$ cat config.mk
export PLATFORM = sky130hd
export DESIGN_NAME = if_fetch_queue
export DESIGN_NICKNAME = d
export VERILOG_FILES = /design/src/rtl/if_pkg.sv /design/src/rtl/if_fifo.sv /design/src/rtl/if_fetch_queue.sv
export SDC_FILE = /design/constraint.sdc
export NUM_CORES = 1
export LEC_CHECK = 0
export BUFFER_PORTS_ARGS = -buffer_cell sky130_fd_sc_hd__buf_2
export CAP_MARGIN = 5
export CORE_MARGIN = 5
export CORE_UTILIZATION = 35
export DETAILED_ROUTE_END_ITERATION = 8
export HOLD_SLACK_MARGIN = 0.1
export PLACE_DENSITY_LB_ADDON = 0.08
export SLEW_MARGIN = 20
export SYNTH_ARGS = -nofsm -noshare
export SYNTH_HDL_FRONTEND = slang
export SYNTH_SLANG_ARGS = --single-unit
$ cat constraint.sdc
create_clock -name clk -period 13.3 [get_ports clk]
set_input_delay 1.995 -clock clk [delete_from_list [all_inputs] [get_ports clk]]
set_output_delay 1.995 -clock clk [all_outputs]
set_load 0.05 [all_outputs]
$ cat src/rtl/if_pkg.sv
// Shared types and helpers for the LEGv8 instruction-fetch queue.
// Fetch entries carry a PC sized by N_DEFAULT; narrower PCs are zero-extended into it.
package if_pkg;

  localparam int INSTR_W   = 32;
  localparam int N_DEFAULT = 64;
  localparam logic [N_DEFAULT-1:0] PC_INC = 64'd4;

  typedef struct packed {
    logic [N_DEFAULT-1:0] pc;
    logic [INSTR_W-1:0]   instr;
  } fetch_entry_t;

  // Sequential fetch address; the add wraps silently at the top of the address space
  function automatic logic [N_DEFAULT-1:0] next_pc(input logic [N_DEFAULT-1:0] pc);
    return pc + PC_INC;
  endfunction

endpackage

$ cat src/rtl/if_fifo.sv
// Small first-word-fall-through FIFO of fetch entries.
// Flush has priority over push and pop; a full FIFO still accepts a push when popping.
module if_fifo
  import if_pkg::*;
#(
  parameter int DEPTH = 2
) (
  input  logic                     clk,
  input  logic                     reset,
  input  logic                     i_push,
  input  logic                     i_pop,
  input  logic                     i_flush,
  input  fetch_entry_t             i_wdata,
  output fetch_entry_t             o_head,
  output logic [$clog2(DEPTH):0]   o_count,
  output logic                     o_empty,
  output logic                     o_full
);

  localparam int PTR_W = $clog2(DEPTH);
  localparam logic [PTR_W-1:0] PTR_ONE    = 1;
  localparam logic [PTR_W:0]   COUNT_ONE  = 1;
  localparam logic [PTR_W:0]   COUNT_FULL = (PTR_W+1)'(DEPTH);

  fetch_entry_t     r_mem [DEPTH];
  logic [PTR_W-1:0] r_rdPtr;
  logic [PTR_W-1:0] r_wrPtr;
  logic [PTR_W:0]   r_count;
  logic             w_doPush;
  logic             w_doPop;

  assign o_empty  = (r_count == '0);
  assign o_full   = (r_count == COUNT_FULL);
  assign o_count  = r_count;
  assign o_head   = r_mem[r_rdPtr];
  assign w_doPop  = i_pop & ~o_empty & ~i_flush;
  assign w_doPush = i_push & ~i_flush & (~o_full | w_doPop);

  // Pointer and occupancy bookkeeping; flush returns everything to the empty state
  always_ff @(posedge clk or posedge reset) begin
    if (reset) begin
      r_rdPtr <= '0;
      r_wrPtr <= '0;
      r_count <= '0;
    end else if (i_flush) begin
      r_rdPtr <= '0;
      r_wrPtr <= '0;
      r_count <= '0;
    end else begin
      if (w_doPush) r_wrPtr <= r_wrPtr + PTR_ONE;
      if (w_doPop)  r_rdPtr <= r_rdPtr + PTR_ONE;
      case ({w_doPush, w_doPop})
        2'b10:   r_count <= r_count + COUNT_ONE;
        2'b01:   r_count <= r_count - COUNT_ONE;
        default: r_count <= r_count;
      endcase
    end
  end

  // Entry storage; contents are only meaningful while counted as occupied
  always_ff @(posedge clk) begin
    if (w_doPush) r_mem[r_wrPtr] <= i_wdata;
  end

endmodule

$ cat src/rtl/if_fetch_queue.sv
// LEGv8 fetch stage: PC register, instruction-memory address, and a buffered
// valid/ready hand-off of {pc, instr} pairs to decode. A taken branch reloads the PC
// and flushes the buffer. Optional performance counters are enabled by IF_PERF_CNT_EN.
module if_fetch_queue
  import if_pkg::*;
#(
  parameter int           N        = 64,
  parameter int           DEPTH    = 2,
  parameter logic [N-1:0] RESET_PC = '0
) (
  input  logic               clk,
  input  logic               reset,
  output logic [N-1:0]       imem_addr,
  input  logic [INSTR_W-1:0] imem_data,
  input  logic               redirect_valid,
  input  logic [N-1:0]       redirect_pc,
  output logic               dec_valid,
  input  logic               dec_ready,
  output logic [INSTR_W-1:0] dec_instr,
  output logic [N-1:0]       dec_pc
`ifdef IF_PERF_CNT_EN
  ,
  output logic [31:0]        fetch_cnt,
  output logic [31:0]        flush_cnt
`endif
);

  logic [N-1:0]          r_pc;
  logic [N-1:0]          w_redirectTarget;
  logic                  w_pop;
  logic                  w_push;
  logic                  w_empty;
  logic                  w_full;
  logic [$clog2(DEPTH):0] w_count;
  fetch_entry_t          w_entry;
  fetch_entry_t          w_head;

  assign imem_addr        = r_pc;
  assign w_redirectTarget = redirect_pc & ~{{(N-2){1'b0}}, 2'b11};
  assign dec_valid        = ~w_empty;
  assign w_pop            = dec_valid & dec_ready;
  assign w_push           = ~redirect_valid & (~w_full | w_pop);
  assign w_entry.pc       = N_DEFAULT'(r_pc);
  assign w_entry.instr    = imem_data;
  assign dec_instr        = dec_valid ? w_head.instr : '0;
  assign dec_pc           = dec_valid ? N'(w_head.pc) : '0;

  // Program counter: redirect wins, otherwise advance on every accepted fetch
  always_ff @(posedge clk or posedge reset) begin
    if (reset)               r_pc <= RESET_PC;
    else if (redirect_valid) r_pc <= w_redirectTarget;
    else if (w_push)         r_pc <= N'(next_pc(N_DEFAULT'(r_pc)));
  end

  if_fifo #(
    .DEPTH (DEPTH)
  ) u_fifo (
    .clk     (clk),
    .reset   (reset),
    .i_push  (w_push),
    .i_pop   (w_pop),
    .i_flush (redirect_valid),
    .i_wdata (w_entry),
    .o_head  (w_head),
    .o_count (w_count),
    .o_empty (w_empty),
    .o_full  (w_full)
  );

`ifdef IF_PERF_CNT_EN
  logic [31:0] r_fetchCnt;
  logic [31:0] r_flushCnt;
  logic        w_flushHit;

  assign w_flushHit = redirect_valid & (w_count != '0);
  assign fetch_cnt  = r_fetchCnt;
  assign flush_cnt  = r_flushCnt;

  // Saturating counts of fetches and of redirects that threw away queued work
  always_ff @(posedge clk or posedge reset) begin
    if (reset) begin
      r_fetchCnt <= '0;
      r_flushCnt <= '0;
    end else begin
      if (w_push && (r_fetchCnt != 32'hFFFF_FFFF))     r_fetchCnt <= r_fetchCnt + 32'd1;
      if (w_flushHit && (r_flushCnt != 32'hFFFF_FFFF)) r_flushCnt <= r_flushCnt + 32'd1;
    end
  end
`endif

endmodule
== Word level (Yosys, flattened, before mapping) ==
Memory sizes are Yosys's and may differ from the RTL's.
Index checks and enable logic that the tools add are counted.
Word-level totals
  bits in registers: 68
  bits in writable memories: 192
  bits of input ports: 100
  output and inout port bits: 161
  word-level logic and storage cells: 41
  memories: 1
Memory list
  u_fifo.r_mem: words 2, bits a word 96, rd ports 1, clocked after Yosys merged registers in 0, wr ports 1, RTL line if_fifo.sv:25  | fetch_entry_t r_mem [DEPTH];
Operators by class
  $add $sub $neg: 5
  equal/unequal tests: 3
  multiplexer cells: 12
  bitwise gates (word level): 11
  reduce and logical (&&, ||, !) cells: 5
Operators by type and width (count)
  64-bit two-way mux: 3
  64-bit by 3-bit adder with 64-bit output (second input constant): 1
  32-bit two-way mux: 1
  1-bit AND: 6
  1-bit two-way mux: 6
  2-bit nonzero test: 3
  2-bit == test (second input constant): 2
  2-bit one-hot mux with 2 select lines: 1
  1-bit NOT: 3
  3-bit nonzero test: 1
  1-bit adder (second input constant): 2
  2-bit by 1-bit adder with 2-bit output (second input constant): 1
  2-bit by 1-bit == test with 1-bit output (second input constant): 1
  2-bit logical NOT: 1
  2-bit two-way mux: 1
  1-bit bitwise OR: 2
  2-bit by 1-bit subtractor with 2-bit output (second input constant): 1

== Logic depth before layout (Yosys ltp) ==
Gate-level depths: netlist of run 1.
  depth in word-level cells: 10
  gate-level depth with buffers: 10
  mapped depth without buffers: 7

== Cells and area by module ==
From an unflattened synthesis of run 1, not the netlist that was laid out.
Unflattened totals
  cells, all modules: 883
  area, all modules: 11626.2 um^2
By module, submodules not included
  if_fifo: instances 1, cells an instance 329, area each 7169.4 um^2, sequential area each 5865.6 um^2
  if_fetch_queue: instances 1, cells an instance 554, area each 4456.8 um^2, sequential area each 1551.5 um^2

== Least setup slack after synthesis of run 1 ==
OpenSTA, ideal clock, no wires.
  path kind: in2reg
  from: input redirect_valid
  to: memory u_fifo.r_mem[0][0] (netlist name), enable pin
  setup time: 686 ps
  data arrival time: 9467 ps
  data required time: 12614 ps
  path slack: 3147 ps
  cell stages on the path: 4
  buffers on the path: 3
  path through: clkbuf_1 > clkbuf_1 > buf_1 > a211oi_1
On the way
  longest elaborated chain between the ends: 6
  elaborated cells between the ends (all ways): 8
  those cells by class: mux (2); bitwise (6)
RTL lines
  from (decl): RTL line if_fetch_queue.sv:15  | input logic redirect_valid,
  1-bit NOT *: RTL line if_fifo.sv:36, if_fifo.sv:37, if_fetch_queue.sv:42
  1-bit AND (on tied branches): RTL line if_fetch_queue.sv:42, if_fifo.sv:36
  1-bit AND / 1-bit bitwise OR (equally long branches): RTL line if_fifo.sv:37  | assign w_doPush = i_push & ~i_flush & (~o_full | w_doPop);
  1-bit AND *: RTL line if_fifo.sv:37
  1-bit two-way mux *: RTL line if_fifo.sv:62  | if (w_doPush) r_mem[r_wrPtr] <= i_wdata;
  1-bit two-way mux (implied by the code) *: RTL line if_fifo.sv:62
  to (decl): RTL line if_fifo.sv:25
Every way passes the cells marked *; elsewhere a longest branch is shown, timed or not.

== Worst setup path in the final report of run 1 ==
  from: register u_fifo.r_rdPtr
  to: output dec_pc[62]
On the way
  longest elaborated chain between the ends: 2
RTL lines
  from (decl): RTL line if_fifo.sv:26  | logic [PTR_W-1:0] r_rdPtr;
  from (signal assigned): RTL line if_fifo.sv:51  | if (w_doPop) r_rdPtr <= r_rdPtr + PTR_ONE;
  memory read 2 x 96 bit
  64-bit two-way mux: RTL line if_fetch_queue.sv:46  | assign dec_pc = dec_valid ? N'(w_head.pc) : '0;
  to (decl): RTL line if_fetch_queue.sv:20  | output logic [N-1:0] dec_pc
No other way between the ends.

==> impl_results.md, run 1 <==
- Status: complete, no violations
- Hold_ws: 0.548 ns
- Final nets: 1206
- Pre-CTS setup slack: 8.69 ns
- Fillcell total: 2952
- RSZ-0062 raised after global routing: false
- Clock group share of total power: 25.3%
- Most frequent cell after synthesis: edfxtp_1
- Max VDD drop: 0.0000976 V
- #FFs+latches synth: 254
- Min-Delay Path Class: reg2reg
- PostCTS Resize Cnt: 0
- I/O pins: 261
- Finished Core Util: 44.1%
- H-tree levels: 1
- GRT Overall Usage: 16.3%
- Wire per inst: 19.2 um
- Post-route cell area: 13600 um^2
- Slew @ Worst Pin: 1.12 ns
- Period utilization: 37.4%
- Fin Clk Skew: 0.0110 ns
- WL final: 29300 um
- FF-to-FF path depth: 7
- Initial antenna violation count: 5
- P&R area growth vs syn: 23.5%
- LEAKAGE: 5.31 nW
- Worst skew pair latency: 0.53 ns
- CTS Hold Bufs: 0
- Finished Layout Cells: 1521
- Synthesized instance count: 853
- First-pass GRT wire length: 45600 um
- Vias: 7517
- Ys async rst share: 26.0%
- Share of power burned in registers: 37.7%
- Clk slew on worst S/H paths: 0.06 ns
- Register area share after synthesis: 66.4%
- Drt via density: 4.94
- Final worst slack: 8.33 ns
- Initial drt markers: 308
- Sw frac: 41.7%
- Max capacitance violation total: 0
- Syn avg cell area: 12.9 um^2
- Reg2reg setup slack: 9.64 ns
- Crit-path max FO: 56
- Number of synthesized flops with an enable pin: 188
- Final setup violation count: 0
- F_max: 201 MHz
- Synth warn: 0
- Pwr Total: 2.96 mW
- N_diodes: 0
- DRC: 0
- Synth unique cells: 44
- Post-synth top flop: edfxtp_1
- Global placement routability congestion: 0.794
- Max clock buf depth: 3
- Number of global-route vias before repair: 7599
- Commonest cells post-synth: edfxtp_1, nor2_1, mux2i_1, nand2_1, dfrtp_1
- Clock Sinks: 254
- Cell area after synthesis: 11000 um^2
- Die Ht: 187 um
- Comb power frac: 37.1%
- Post-synth top area share: 51.4%
- Synth area leaders: edfxtp_1, dfrtp_1, mux2i_1
- Clock root buffer: clkbuf_16
- Pre-antenna DRT Iters: 4
- Critical Path RT: 11.31 ns
- Die area: 35000 um^2
- Pin count of the biggest net entering global routing: 96
- Hold path depth: 2
- Pint: 1.73 mW
- Num CTS Buffers: 29
- Post-CTS Setup Bufs: 0
- Final hold violation count: 0
- TNS Setup: 0 ns
- Rel. slew slack: 25.3%
- Row count: 64
- Die W: 187 um
- Synth area leader: edfxtp_1
- Layout cell share with drive strength beyond 1: 28.5%
- Post-DP HPWL: 19200 um
- CP startpoint kind: register
- CTS tree: yes
- CP Class: reg2out
- Core area: 30700 um^2
- Crit. End Element: output pin
- Placed Area: 12700 um^2
- Fin crit period: 4.97 ns
- Power density cells: 218 nW/um^2
- CP arrival: 2.97 ns
- ANT nets after route: 0
- Port Buf Inserts: 254
- Max-slew violation count: 0
- P_sw: 1.24 mW
- Starting Density: 35.7%
- Grt total ovfl: 0
- Placed insts: 1468
-- state kept, by name (all words and copies together) (netlist names) --
signal,count
u_fifo.r_mem,188
imem_addr,62
u_fifo.o_count,2
u_fifo.r_rdPtr,1
u_fifo.r_wrPtr,1
-- worst max-delay path, cell delays in order (launching register included) --
cell and delay (ns):
dfrtp_4 1.08, buf_4 0.73, mux2i_1 0.18, nor2_1 0.12
buf_2 0.29
-- cell families after synthesis --
group | count (synthesis) | synth area share [%]
flip-flops | 254 | 66.4
multiplexers | 98 | 8.94
buffers and inverters | 62 | 2.45
other | 1 | 0.0341
adder cells (fa/ha/maj) | 3 | 0.342
AND/OR/NAND/NOR | 301 | 13.5
AO/OA/AOI/OAI | 89 | 4.75
XOR/XNOR | 45 | 3.59
-- metal layers --
layer	vias up	global-route usage (%)	share of wire [%]
met4	10	4.04	2.2
met5	-	0	0.21
met1	3622	22.2	44
met2	207	26.5	47
met3	54	3.79	6.0
li1	3624	-	-
-- path summary, 6_finish.rpt --
path                                        to              start
min in group asynchronous        imem_addr[27]              reset
setup / recovery                    dec_pc[62]     u_fifo.r_rdPtr
max in group asynchronous       u_fifo.r_rdPtr              reset
setup reg to reg           u_fifo.r_mem[1][35]  u_fifo.o_count[0]
hold / removal               u_fifo.o_count[0]  u_fifo.o_count[0]
hold reg to reg              u_fifo.o_count[0]  u_fifo.o_count[0]
-- area by class of cell --
class	instances	area, um^2	area share, %
inverter	13	50.0	0.369
clock inverter	4	41.3	0.304
sequential	254	7300	53.8
clock buffer	49	861	6.35
multi-input combinational	540	3460	25.5
tap	396	495	3.65
timing repair buffer	265	1360	10.0
-- cell usage in the layout, fill, tap and decap left out, types with 5 or more instances in the layout --
cell type and n:
and3_1 12, clkbuf_1 14, o21ai_0 58, edfxtp_1 188, nor2_1 120, nand3_1 18, dfrtp_1 65, or3_1 15
nand4_1 35, and4_1 5, mux2i_1 97, clkbuf_8 6, clkbuf_16 29, nand2_1 67, xnor2_1 14, a31oi_1 16
inv_1 11, xor2_1 31, buf_2 253, buf_4 12
-- power groups by stage --
stage	Combinational, mW	Sequential (mW)	Clock [mW]
final	1.10	1.12	0.749
after CTS	1.12	1.12	0.775
after global placement	1.12	1.13	0
after detailed placement	1.12	1.14	0
after floorplan	0.798	1.17	0
after global routing	1.16	1.13	0.811
No activity file was read; power rests on OpenSTA's default activity.
==> run 2: changes to the inputs <==
==> constraint.sdc (replaced) <==
create_clock -name clk -period 4.7 [get_ports clk]
set_input_delay 0.705 -clock clk [delete_from_list [all_inputs] [get_ports clk]]
set_output_delay 0.705 -clock clk [all_outputs]
set_load 0.05 [all_outputs]
==> run 2 against run 1 <==
Against the previous run:
- non-clock buffer count increased by 1
- sequential share of layout area is 0.12 points lower
- wire length is 0.71% higher
- largest cell class unchanged
- highest routed layer unchanged
==> impl_results.md, run 2 (synthesis results as in run 1) <==
- Finished Layout Cells: 1521 (unchanged)
- Port Buf Inserts: 254 (unchanged)
- Clk slew on worst S/H paths: 0.06 ns (about the same)
- Num CTS Buffers: 28 (was 29)
- Worst-path cell chain: buf_4 -> mux2i_1 -> nor2_1 -> buf_2 (unchanged)
- Fin Clk Skew: 0.0147 ns (was 0.0110 ns)
- Initial antenna violation count: 2 (was 5)
- CP arrival: 2.70 ns (was 2.97 ns)
- Initial drt markers: 355 (was 308)
- Die Ht: 187 um (unchanged)
- Max FFs per register: 188 (unchanged)
- Fin crit period: 3.40 ns
- Max capacitance violation total: 0 (unchanged)
- GRT Overall Usage: 16.3% (about the same)
- ANT nets after route: 0 (unchanged)
- Die area: 35000 um^2 (unchanged)
- GR peak layer: met2 (unchanged)
- Slew @ Worst Pin: 1.01 ns (was 1.12 ns)
- Layout cell share with drive strength beyond 1: 29.3% (was 28.5%)
- Post-CTS Setup Bufs: 0 (unchanged)
- Routing usage on met1: 22.0% (was 22.2%)
- Die W: 187 um (unchanged)
- CP startpoint kind: register (unchanged)
- Period utilization: 72.4%
- Placed insts: 1469 (was 1468)
- GR Layer Usage met2: 27.8% (was 26.5%)
- Commonest non-fill, non-tap cell in the layout: buf_2 (unchanged)
- Rel. slew slack: 32.1% (was 25.3%)
- Pre-antenna DRT Iters: 4 (unchanged)
- Worst skew pair latency: 0.54 ns (was 0.53 ns)
- H-tree levels: 1 (unchanged)
- Most frequent cells in the layout: buf_2, edfxtp_1, nor2_1 (unchanged)
- TNS Setup: 0 ns (unchanged)
- Max clock buf depth: 3 (unchanged)
- FF-to-FF path depth: 7 (unchanged)
- Post-DP HPWL: 19700 um (was 19200 um)
- WL final: 29500 um (was 29300 um)
- Power density cells: 617 nW/um^2 (was 218 nW/um^2)
- F_max: 294 MHz
- N_diodes: 0 (unchanged)
- Grt total ovfl: 0 (unchanged)
- CP max stage delay: 0.92 ns (was 1.08 ns)
- Core area: 30700 um^2 (unchanged)
- Critical Path RT: 3.99 ns (was 11.31 ns)
- Hold_ws: 0.250 ns (was 0.548 ns)
- CTS tree: yes (unchanged)
- Seq. cell area: 7300 um^2 (unchanged)
- Fillcell total: 2926 (was 2952)
- Status: complete, no violations (unchanged)
- Clock Sinks: 254 (unchanged)
- Crit-path slowest cell: dfrtp_4 (unchanged)
- Crit-path max FO: 40 (was 56)
- Global placement routability congestion: 0.787 (was 0.794)
- P&R area growth vs syn: 23.8% (was 23.5%)
- Vias: 7536 (was 7517)
- Final nets: 1206 (unchanged)
- Max-slew violation count: 0 (unchanged)
- First-pass GRT wire length: 45700 um (was 45600 um)
- Crit. End Element: output pin (unchanged)
- Met3 GRT Util: 2.99% (was 3.79%)
- I/O pins: 261 (unchanged)
- Wire per inst: 19.4 um (was 19.2 um)
- Largest reg by FF count: u_fifo.r_mem (unchanged)
- Number of global-route vias before repair: 7669 (was 7599)
- Final hold violation count: 0 (unchanged)
- Drt via density: 4.95 (was 4.94)
- Placed Area: 12700 um^2 (about the same)
- Clock root buffer: clkbuf_16 (unchanged)
- RSZ-0062 raised after global routing: false (unchanged)
- CTS Hold Bufs: 0 (unchanged)
- PostCTS Resize Cnt: 0 (unchanged)
- DRC: 0 (unchanged)
- Max VDD drop: 0.000296 V (was 0.0000976 V)
- Multi-input logic area: 3460 um^2 (unchanged)
- Min-Delay Path Class: in2async (was reg2reg)
- Starting Density: 35.7% (unchanged)
- LEAKAGE: 5.34 nW (was 5.31 nW)
- Final worst slack: 1.30 ns (was 8.33 ns)
- CP Class: reg2out (unchanged)
- Pin count of the biggest net entering global routing: 54 (was 96)
- Post-route cell area: 13600 um^2 (about the same)
- Final setup violation count: 0 (unchanged)
- Row count: 64 (unchanged)
- Pre-CTS setup slack: 1.59 ns (was 8.69 ns)
-- run 2: changes by cell type in the layout (fill, tap and decap cells not counted) --
cell	change
clkbuf_1	-9
clkinv_2	+5
clkbuf_8	+3
buf_12	+1
bufinv_16	-1
clkinvlp_4	+1
-- run 2: metal layers --
metal  vias up  wire length, um  share of wire, %
met2       201            14200                48
li1       3622                -                 -
met4         4              543               1.8
met3        35             1380               4.7
met5         -               27             0.092
met1      3674            13300                45
-- run 2: final timing paths --
kind,start,end,slack [ns]
max,u_fifo.r_rdPtr,dec_pc[14],1.30
min,reset,imem_addr[7],0.25
max reg2reg,u_fifo.o_count[0],imem_addr[39],1.83
min reg2reg,imem_addr[18],u_fifo.r_mem[1][50],0.53
max in group asynchronous,reset,u_fifo.r_rdPtr,3.46
min in group clk,imem_data[22],u_fifo.r_mem[1][22],0.37
-- run 2: final cells by class --
cell class	instances	share of cell area [%]
flip-flops and latches	254	53.7
multi-input cells	540	25.5
inverters	13	0.368
clock buffers	43	6.39
clock inverters	9	0.322
well taps	396	3.64
repair buffers	266	10.1
-- run 2: power breakdown --
group	total [mW]	internal [mW]	leakage, nW	switching (mW)
combinational	3.15	0.732	2.34	2.42
sequential	3.12	2.87	2.54	0.252
clock	2.11	1.26	0.452	0.846
total	8.38	4.86	5.34	3.52
-- run 2: stage by stage --
step                util [%]  power [mW]
global route            44.2        8.79
finish                  44.2        8.38
floorplan                  -        5.53
global placement        41.3        6.37
CTS                     44.2        8.52
detailed placement      41.3        6.38
-- run 2: worst max-delay path, delay by kind of cell, from the launching register on --
| family | cells | cell delay, ns |
|---|---|---|
| simple gates | 1 | 0.17 |
| flops | 1 | 0.92 |
| mux | 1 | 0.14 |
| buf+inv | 2 | 0.86 |
==> run 3: changes to the inputs <==
--- a/config.mk
+++ b/config.mk
@@ -5,6 +5,7 @@
 export SDC_FILE = /design/constraint.sdc
 export NUM_CORES = 1
 export LEC_CHECK = 0
+export ABC_AREA = 1
 export BUFFER_PORTS_ARGS = -buffer_cell sky130_fd_sc_hd__buf_2
 export CAP_MARGIN = 5
 export CORE_MARGIN = 5
==> constraint.sdc (replaced) <==
create_clock -name clk -period 3.4 [get_ports clk]
set_input_delay 0.51 -clock clk [delete_from_list [all_inputs] [get_ports clk]]
set_output_delay 0.51 -clock clk [all_outputs]
set_load 0.05 [all_outputs]
==> run 3 against run 2 <==
Against the previous run:
- area after synthesis grew 10%
- global-route usage increased by 4.2 points
- critical path type is now reg2reg
- largest power group unchanged
- critical endpoint is now imem_addr[35]
- sequential share of layout area shrank 5.1 points
- sequential power up 52%
- total power is 66% higher
- highest routed layer unchanged
- register-to-register slack got worse by 1.3 ns
- clock power up 62%
- combinational power rose by 83%
==> impl_results.md, run 3 <==
- Post-synth top flop: edfxtp_1 (unchanged)
- Core area: 34400 um^2 (was 30700 um^2)
- Largest reg by FF count: u_fifo.r_mem (unchanged)
- Final hold violation count: 0 (unchanged)
- Initial drt markers: 627 (was 355)
- TNS Setup: 0 ns (unchanged)
- Commonest cells post-synth: nand2_1, nor2_1, edfxtp_1, o21ai_0, inv_1 (was edfxtp_1, nor2_1, mux2i_1, nand2_1, dfrtp_1)
- Clock Sinks: 254 (unchanged)
- P&R area growth vs syn: 24.0% (was 23.8%)
- Crit. End Element: register (was output pin)
- Die W: 196 um (was 187 um)
- RSZ-0062 raised after global routing: false (unchanged)
- Period utilization: 84.0%
- Max-slew violation count: 0 (unchanged)
- First-pass GRT wire length: 61300 um (was 45700 um)
- Synth area leader: edfxtp_1 (unchanged)
- Critical Path RT: 3.85 ns (was 3.99 ns)
- Num CTS Buffers: 29 (was 28)
- Post-DP HPWL: 28100 um (was 19700 um)
- Clock root buffer: clkbuf_16 (unchanged)
- Slew @ Worst Pin: 1.01 ns (about the same)
- Post-CTS Setup Bufs: 0 (unchanged)
- Crit. Startpoint: u_fifo.o_count[0] (was u_fifo.r_rdPtr)
- Post-synth top area share: 46.6% (was 51.4%)
- Worst R2R Start: u_fifo.o_count[0] (unchanged)
- F_max: 350 MHz
- Max VDD drop: 0.000829 V (was 0.000296 V)
- Vias: 10100 (was 7536)
- WL final: 40500 um (was 29500 um)
- Synth area leaders: edfxtp_1, dfrtp_1, nand2_1 (was edfxtp_1, dfrtp_1, mux2i_1)
- Max capacitance violation total: 0 (unchanged)
- Drt via density: 4.86 (was 4.95)
- Rel. slew slack: 32.7% (was 32.1%)
- Pre-antenna DRT Iters: 5 (was 4)
- Hold_ws: 0.138 ns (was 0.250 ns)
- Wire per inst: 19.5 um (was 19.4 um)
- Number of global-route vias before repair: 9757 (was 7669)
- Max clock buf depth: 3 (unchanged)
- Layout cell share with drive strength beyond 1: 22.3% (was 29.3%)
- Status: complete, no violations (unchanged)
- Final setup violation count: 0 (unchanged)
- Most frequent cells in the layout: nand2_1, nor2_1, buf_2 (was buf_2, edfxtp_1, nor2_1)
- Commonest non-fill, non-tap cell in the layout: nand2_1 (was buf_2)
- CP startpoint kind: register (unchanged)
- Global placement routability congestion: 0.886 (was 0.787)
- Clk slew on worst S/H paths: 0.06 ns (about the same)
- PostCTS Resize Cnt: 0 (unchanged)
- Grt total ovfl: 0 (unchanged)
- Synth unique cells: 39 (was 44)
- Die Ht: 196 um (was 187 um)
- CTS tree: yes (unchanged)
- Ys async rst share: 26.0% (unchanged)
- CP Class: reg2reg (was reg2out)
- DRC: 0 (unchanged)
- Cell area after synthesis: 12100 um^2 (was 11000 um^2)
- Initial antenna violation count: 2 (unchanged)
- Pin count of the biggest net entering global routing: 96 (was 54)
- Port Buf Inserts: 254 (unchanged)
- GRT Overall Usage: 20.5% (was 16.3%)
- Row count: 68 (was 64)
- #FFs+latches synth: 254 (unchanged)
- Max FFs per register: 188 (unchanged)
- I/O pins: 261 (unchanged)
- Worst skew pair latency: 0.57 ns (was 0.54 ns)
- Min-Delay Path Class: in2reg (was in2async)
- FF-to-FF path depth: 10 (was 7)
- Hold path depth: 1
- Syn avg cell area: 8.97 um^2 (was 12.9 um^2)
- Die area: 38400 um^2 (was 35000 um^2)
- Power density cells: 926 nW/um^2 (was 617 nW/um^2)
- H-tree levels: 1 (unchanged)
- CP arrival: 3.31 ns (was 2.70 ns)
- Finished Core Util: 43.7% (was 44.2%)
- Final nets: 1700 (was 1206)
- Crit-path max FO: 36 (was 40)
- Synthesized instance count: 1349 (was 853)
- Starting Density: 35.2% (was 35.7%)
- Fin Clk Skew: 0.0167 ns (was 0.0147 ns)
- Fin crit period: 2.86 ns
- ANT nets after route: 0 (unchanged)
- N_diodes: 0 (unchanged)
- Number of synthesized flops with an enable pin: 188 (unchanged)
- Synth warn: 0 (unchanged)
- Pwr Total: 13.9 mW (was 8.38 mW)
- Register area share after synthesis: 60.3% (was 66.4%)
- Hold Startpoint: imem_data[17]
- LEAKAGE: 6.46 nW (was 5.34 nW)
[run 3: power by group]
part / leakage [nW] / switching, mW / internal, mW
Clock: 0.515 / 1.29 / 2.12
Sequential: 2.53 / 0.596 / 4.15
Combinational: 3.41 / 4.59 / 1.17
[run 3: metal layers]
layer  up-vias  share of wire [%]  track usage (%)
li1       4968                  -                -
met4         4                2.3             4.32
met3        50                4.7             2.95
met5         -              0.057                0
met1      4783                 46             29.5
met2       277                 46             33.3
[run 3: worst paths after layout]
check	endpoint	slack, ns
setup / recovery	imem_addr[35]	0.54
hold / removal	u_fifo.r_mem[1][17]	0.14
setup reg to reg	imem_addr[35]	0.54
hold reg to reg	u_fifo.o_count[0]	0.57
max in group asynchronous	imem_addr[32]	2.07
min in group asynchronous	imem_addr[46]	0.61
[run 3: stage by stage]
| stage | cells | setup WS (ns) | area [um^2] |
|---|---|---|---|
| finish | 2075 | 0.544 | 15000 |
| CTS | 2075 | 0.486 | 15000 |
| global placement | 2020 | 0.567 | 14000 |
| floorplan | 1352 | 0.412 | 12100 |
| global route | 2075 | 0.176 | 15000 |
| detailed placement | 2020 | 0.516 | 14000 |
[run 3: area by class of cell]
| class | instances | area (um^2) |
|---|---|---|
| clock buffers | 33 | 751 |
| flip-flops and latches | 254 | 7300 |
| repair buffers | 271 | 1510 |
| well taps | 455 | 569 |
| inverters | 98 | 369 |
| fillers | 3472 | 19400 |
| clock inverters | 21 | 297 |
| multi-input cells | 943 | 4220 |
[run 3: kinds of logic after synthesis]
group	count (synthesis)	share of synthesized area, %
other	1	0.0310
and+or+nand+nor	744	25.2
adders and majority gates	3	0.310
AOI/OAI and AO/OA	188	8.75
xor gates and xnor gates	4	0.289
DFF	254	60.3
buffers and inverters	155	5.11
[run 3: timing repair]
item                       4_1_cts  5_1_grt
setup endpoints to repair        0        0
hold buffers                     1        0
hold endpoints to repair        29        0
[run 3: critical path, cell delays in order (launching register included)]
cell and delay, ns:
dfrtp_1 0.37, inv_1 0.11, ha_1 0.17, inv_2 0.05, nand2_1 0.12, nand2_2 0.18, nor2_4 0.80, inv_2 0.52
o21ai_0 0.22, o21bai_1 0.14, nand2_1 0.06
